--- src/rtl/training_sample_feeder_pkg.sv ---
// Shared definitions for the training sample feeder.
//   feeder_state_e : FSM state encoding (idle, loading, serving)
//   T_POS / T_NEG  : target encodings for +1 / -1
//   DEFAULT_X_W/T_W: default feature and target widths
package training_sample_feeder_pkg;

  typedef enum logic [1:0] {
    StIdle  = 2'd0,
    StLoad  = 2'd1,
    StServe = 2'd2
  } feeder_state_e;

  localparam logic [1:0] T_POS = 2'b01;
  localparam logic [1:0] T_NEG = 2'b11;

  localparam int unsigned DEFAULT_X_W = 7;
  localparam int unsigned DEFAULT_T_W = 2;

endpackage

--- src/rtl/training_sample_feeder_sample_ram.sv ---
// Single-clock sample RAM, DEPTH x W, one write port and one synchronous read port.
// The read data register doubles as the feeder's output register: it clears on rst
// and otherwise only changes when re is high, so it holds the last served sample.
// Ports:
//   clk, rst        : clock, synchronous active-high reset (read register only)
//   we, waddr, wdata: write port
//   re, raddr       : read request and address
//   rdata           : registered read data
module training_sample_feeder_sample_ram #(
  parameter int unsigned DEPTH = 64,
  parameter int unsigned AW    = 6,
  parameter int unsigned W     = 16
) (
  input  logic          clk,
  input  logic          rst,
  input  logic          we,
  input  logic [AW-1:0] waddr,
  input  logic [W-1:0]  wdata,
  input  logic          re,
  input  logic [AW-1:0] raddr,
  output logic [W-1:0]  rdata
);

  logic [W-1:0] mem_q [DEPTH];
  logic [W-1:0] rdata_q;

  always_ff @(posedge clk) begin
    if (we) begin
      mem_q[waddr] <= wdata;
    end
  end

  always_ff @(posedge clk) begin
    if (rst) begin
      rdata_q <= '0;
    end else if (re) begin
      rdata_q <= mem_q[raddr];
    end
  end

  assign rdata = rdata_q;

endmodule

--- src/rtl/training_sample_feeder.sv ---
// Training sample feeder: a host loads (x1, x2, target) samples, then the learner
// pulls them back one per readEn, wrapping around forever and flagging each epoch end.
// Optional build macro FEEDER_EPOCH_LIMIT_EN stops serving after MAX_EPOCHS epochs.
// Ports:
//   clk, rst                 : clock, synchronous active-high reset
//   wrEn, wrX1, wrX2, wrT    : host write of one sample (IDLE/LOAD only)
//   loadDone                 : commit the loaded set and start serving
//   clear                    : drop all samples and return to IDLE
//   readEn                   : learner request for the next sample
//   x1Data, x2Data, tData    : served sample (registered, latency 1)
//   sampleValid              : outputs hold a served sample
//   epochEnd                 : pulse with the last stored sample
//   full, count, serving     : store status
module training_sample_feeder
  import training_sample_feeder_pkg::*;
#(
  parameter int unsigned DEPTH      = 64,
  parameter int unsigned AW         = 6,
  parameter int unsigned X_W        = DEFAULT_X_W,
  parameter int unsigned T_W        = DEFAULT_T_W,
  parameter int unsigned MAX_EPOCHS = 16
) (
  input  logic           clk,
  input  logic           rst,
  input  logic           wrEn,
  input  logic [X_W-1:0] wrX1,
  input  logic [X_W-1:0] wrX2,
  input  logic [T_W-1:0] wrT,
  input  logic           loadDone,
  input  logic           clear,
  input  logic           readEn,
  output logic [X_W-1:0] x1Data,
  output logic [X_W-1:0] x2Data,
  output logic [T_W-1:0] tData,
  output logic           sampleValid,
  output logic           epochEnd,
  output logic           full,
  output logic [AW:0]    count,
  output logic           serving
);

  localparam int unsigned SW = 2 * X_W + T_W;
  localparam logic [AW:0] FullCount = (AW+1)'(DEPTH);

  feeder_state_e state_q, state_d;
  logic [AW-1:0] wr_ptr_q, wr_ptr_d;
  logic [AW-1:0] rd_ptr_q, rd_ptr_d;
  logic [AW:0]   count_q, count_d;
  logic          valid_q, valid_d;
  logic          epoch_end_q, epoch_end_d;
  logic          serving_q, serving_d;
  logic          wr_fire, rd_fire, rd_last, limit_hit, limit_d;
  logic [SW-1:0] rdata;

`ifdef FEEDER_EPOCH_LIMIT_EN
  localparam int unsigned EW = $clog2(MAX_EPOCHS + 1);
  logic [EW-1:0] epoch_cnt_q, epoch_cnt_d;
  assign limit_hit = (epoch_cnt_q >= EW'(MAX_EPOCHS));
  assign limit_d   = (epoch_cnt_d >= EW'(MAX_EPOCHS));
`else
  logic unused_max_epochs;
  assign unused_max_epochs = ^MAX_EPOCHS;
  assign limit_hit = 1'b0;
  assign limit_d   = 1'b0;
`endif

  assign full    = (count_q == FullCount);
  assign wr_fire = !clear && wrEn && !full && (state_q != StServe);
  assign rd_fire = !clear && readEn && (state_q == StServe) && !limit_hit;
  assign rd_last = ({1'b0, rd_ptr_q} == count_q - (AW+1)'(1));

  always_comb begin
    state_d     = state_q;
    wr_ptr_d    = wr_ptr_q;
    rd_ptr_d    = rd_ptr_q;
    count_d     = count_q;
    valid_d     = valid_q;
    epoch_end_d = 1'b0;
`ifdef FEEDER_EPOCH_LIMIT_EN
    epoch_cnt_d = epoch_cnt_q;
`endif
    if (clear) begin
      state_d  = StIdle;
      wr_ptr_d = '0;
      rd_ptr_d = '0;
      count_d  = '0;
      valid_d  = 1'b0;
`ifdef FEEDER_EPOCH_LIMIT_EN
      epoch_cnt_d = '0;
`endif
    end else begin
      if (wr_fire) begin
        wr_ptr_d = wr_ptr_q + AW'(1);
        count_d  = count_q + (AW+1)'(1);
        if (state_q == StIdle) state_d = StLoad;
      end
      // Uses the post-write count so a same-cycle write + loadDone commits that sample.
      if (state_q != StServe && loadDone && count_d != '0) begin
        state_d = StServe;
      end
      if (rd_fire) begin
        rd_ptr_d    = rd_last ? '0 : rd_ptr_q + AW'(1);
        valid_d     = 1'b1;
        epoch_end_d = rd_last;
`ifdef FEEDER_EPOCH_LIMIT_EN
        if (rd_last) epoch_cnt_d = epoch_cnt_q + EW'(1);
`endif
      end
    end
    serving_d = (state_d == StServe) && !limit_d;
  end

  always_ff @(posedge clk) begin
    if (rst) begin
      state_q     <= StIdle;
      wr_ptr_q    <= '0;
      rd_ptr_q    <= '0;
      count_q     <= '0;
      valid_q     <= 1'b0;
      epoch_end_q <= 1'b0;
      serving_q   <= 1'b0;
`ifdef FEEDER_EPOCH_LIMIT_EN
      epoch_cnt_q <= '0;
`endif
    end else begin
      state_q     <= state_d;
      wr_ptr_q    <= wr_ptr_d;
      rd_ptr_q    <= rd_ptr_d;
      count_q     <= count_d;
      valid_q     <= valid_d;
      epoch_end_q <= epoch_end_d;
      serving_q   <= serving_d;
`ifdef FEEDER_EPOCH_LIMIT_EN
      epoch_cnt_q <= epoch_cnt_d;
`endif
    end
  end

  training_sample_feeder_sample_ram #(
    .DEPTH(DEPTH),
    .AW   (AW),
    .W    (SW)
  ) u_ram (
    .clk  (clk),
    .rst  (rst),
    .we   (wr_fire),
    .waddr(wr_ptr_q),
    .wdata({wrX1, wrX2, wrT}),
    .re   (rd_fire),
    .raddr(rd_ptr_q),
    .rdata(rdata)
  );

  assign x1Data      = rdata[SW-1 -: X_W];
  assign x2Data      = rdata[T_W +: X_W];
  assign tData       = rdata[T_W-1:0];
  assign sampleValid = valid_q;
  assign epochEnd    = epoch_end_q;
  assign count       = count_q;
  assign serving     = serving_q;

endmodule

--- config.mk ---
export PLATFORM = sky130hd
export DESIGN_NAME = training_sample_feeder
export DESIGN_NICKNAME = d
export VERILOG_FILES = /design/src/rtl/training_sample_feeder_pkg.sv /design/src/rtl/training_sample_feeder_sample_ram.sv /design/src/rtl/training_sample_feeder.sv
export SDC_FILE = /design/constraint.sdc
export NUM_CORES = 1
export LEC_CHECK = 0
export CAP_MARGIN = 0
export CORE_ASPECT_RATIO = 1.25
export CORE_UTILIZATION = 30
export CTS_CLUSTER_SIZE = 25
export DETAILED_ROUTE_END_ITERATION = 8
export HOLD_SLACK_MARGIN = 0.05
export SLEW_MARGIN = 20
export SYNTH_ARGS = -nofsm -noshare
export SYNTH_HDL_FRONTEND = slang
export SYNTH_SLANG_ARGS = --single-unit
--- constraint.sdc ---
create_clock -name clk -period 4 [get_ports clk]
set_input_delay 0.6 -clock clk [delete_from_list [all_inputs] [get_ports clk]]
set_output_delay 0.6 -clock clk [all_outputs]
set_load 0.01 [all_outputs]
==> reports/results.ini <==
[logic_synthesis]
syn_area_per_cell_um2 = 21.0
synth-seq-cells = 1064
synth.cell_area_um2 = 41100
post_synth_num_cell_types = 52
syn_nets = 1984
synthCells = 1958
synth_edf_count = 1024
async_flop_share_pct = 0
seq_area_frac_synth_pct = 76.8
synthFlopType = edfxtp_1
yosysWarnings = 0

[clock_tree]
ctsHoldBuffers = 0
cts_sinks = 1064
clkTransAtPathRegs_ps = 60
post_cts_buffers = 0
cts_made_buffers = 100
cts_root_buf = clkbuf_16
htree_levels = 3
cts_resized = 0
clk_latency_ps = 690
cts_tree = yes
cts_buffer_depth = 3

[floorplan]
dieArea_um2 = 138000
die_h_um = 416
fp-row-count = 151
initial_core_util_pct = 30.3
die_width_um = 333
coreArea_um2 = 136000
pin_count = 49

[worst_setup_path]
critical-path-top-delay-family = compound AO/OA/AOI/OAI gates
arrival_ps = 4140
slowest_delay_ps = 1100
critPathMaxFanout = 31
crit_slowest_cell = a2111oi_0
timing.rr.start = rd_ptr_q[1]
crit_chain = inv_1 > nand2_1 > o22ai_1 > a2111oi_0 > buf_4 > a221o_1
setup.worst_path.start = rd_ptr_q[1]
r2r_slack_ps = 480
start_kind = register
r2r-end = u_ram.rdata[13]
critPathRequiredTime_ps = 4630
crit_type = register to register
end_kind = register
worst_r2r_path_depth = 6
crit_buf_inv = 2

[sta]
fmax_ghz = 0.284
rsz0062_at_grt = false
final-hold-violation-count = 0
maxSlewHeadroom_pct = 15.8
setup_viol = 0
worst_pin_slew_ps = 1230
finalSetupTns_ps = 0
min_period_over_period_pct = 88.0
fin_skew_ps = 33.0
period_needed_ps = 3520
fin_ws_ps = 482
finalMaxSlewViolations = 0
holdWs_ps = 425

[worst_hold_path]
whs_endpoint = u_ram.mem_q[62][0]
worstHoldStart = wrT[0]
hp-class = input port to register
worstHoldPathCells = 1

[final_layout]
final_cell_mix = edfxtp_1, mux4_2, buf_4
num-nets-final = 2185
syn_to_final_growth_pct = 16.3
n_fill_cell = 12429
finalCoreUtilization_pct = 35.2
diodes = 0
final_common_cell = edfxtp_1
drive_gt1_share_pct = 26.2

[placed_design]
dp_hpwl_um = 67800
dp_slack_ps = 582
gp_congestion = 0.865
portBuffers = 48

[detailed_routing]
ant_nets = 0
viasPerCell = 5.09
routed_wl_um = 105000
drc = 0
drt-initial-drc-count = 2048
dr.pass1.iters = 5
num_vias = 20363
wire_per_inst_um = 26.3

[outcome]
status = finished, final reports clean

[global_routing]
grt_max_degree = 65
first_global_vias = 21159
grt_overflow_total = 0
antenna_found_initial = 3
grt_usage_pct = 15.0
grt_first_pass_wirelength_um = 151000

[run]
cap_violations = 0

[power]
vdd.ir_drop.worst_mv = 0.304
cellPowerDensity_nw_per_um2 = 462
p_leak_uw = 0.0147

==> power breakdown <==
group	switching [uW]	total, uW	internal, uW
clock network	4080	9470	5390
registers	11.7	12200	12200
logic	294	380	86.0
total	4380	22100	17700
==> worst max path at each step <==
stage,endpoint,slack [ps],depth (start not counted)
after floorplan,u_ram.mem_q[46][0],600,9
final,u_ram.rdata[13],480,6
after detailed placement,u_ram.mem_q[61][7],580,8
after global placement,u_ram.rdata[6],440,6
after CTS,u_ram.rdata[13],570,8
after global routing,u_ram.mem_q[61][2],420,9
==> sequential cells by signal, summed over array words and instances, names as in the netlist, 2 cells and up <==
name         flops
count            7
state_q          2
rd_ptr_q         6
wr_ptr_q         6
u_ram.rdata     16
u_ram.mem_q   1024
==> synthesized netlist by cell type (all sizes together), types with 18 or more instances <==
cell / n / area [um^2]
edfxtp: 1024 / 30700
mux4: 252 / 5680
nor2: 112 / 420
buf: 71 / 458
nand2: 71 / 267
mux2i: 55 / 551
clkbuf: 43 / 161
dfxtp: 40 / 801
o22ai: 33 / 206
o21ai: 26 / 130
a21oi: 25 / 125
nor3: 23 / 115
a221oi: 18 / 158
==> kinds of logic (layout without fill, tap and decap cells) <==
| family | count (synthesis) | in the layout | synth area share (%) |
|---|---|---|---|
| mux | 307 | 307 | 15.2 |
| xor+xnor | 24 | 24 | 0.512 |
| simple gates | 270 | 270 | 2.98 |
| compound gates | 169 | 169 | 2.89 |
| flops | 1064 | 1064 | 76.8 |
| buf+inv | 120 | 405 | 1.56 |
| fa+ha+maj | 4 | 4 | 0.122 |
==> stage by stage <==
stage	instances	instance area (um^2)	power, uW
2_1_floorplan	1958	41100	12600
3_3_place_gp	3815	44500	12800
3_5_place_dp	3815	44500	12900
4_1_cts	4001	47700	22200
5_1_grt	4002	47800	22600
6_report	4002	47800	22100
==> cell type report <==
type	instances	area [um^2]	share of cell area [%]
Clock buffer	127	2640	5.52
Tap cell	1759	2200	4.61
Timing Repair Buffer	213	1810	3.80
Sequential cell	1064	31600	66.1
Multi-Input combinational cell	774	8900	18.6
Inverter	6	22.5	0.0471
Clock inverter	59	636	1.33
==> routing by layer <==
metal	share of wire [%]	up-vias	track usage (%)
met4	3.8	4	6.05
met1	39	10855	19.2
met3	5.8	170	2.03
met2	51	791	25.7
met5	0.019	-	0
li1	-	8543	-
Power figures use the tool's default switching activity.
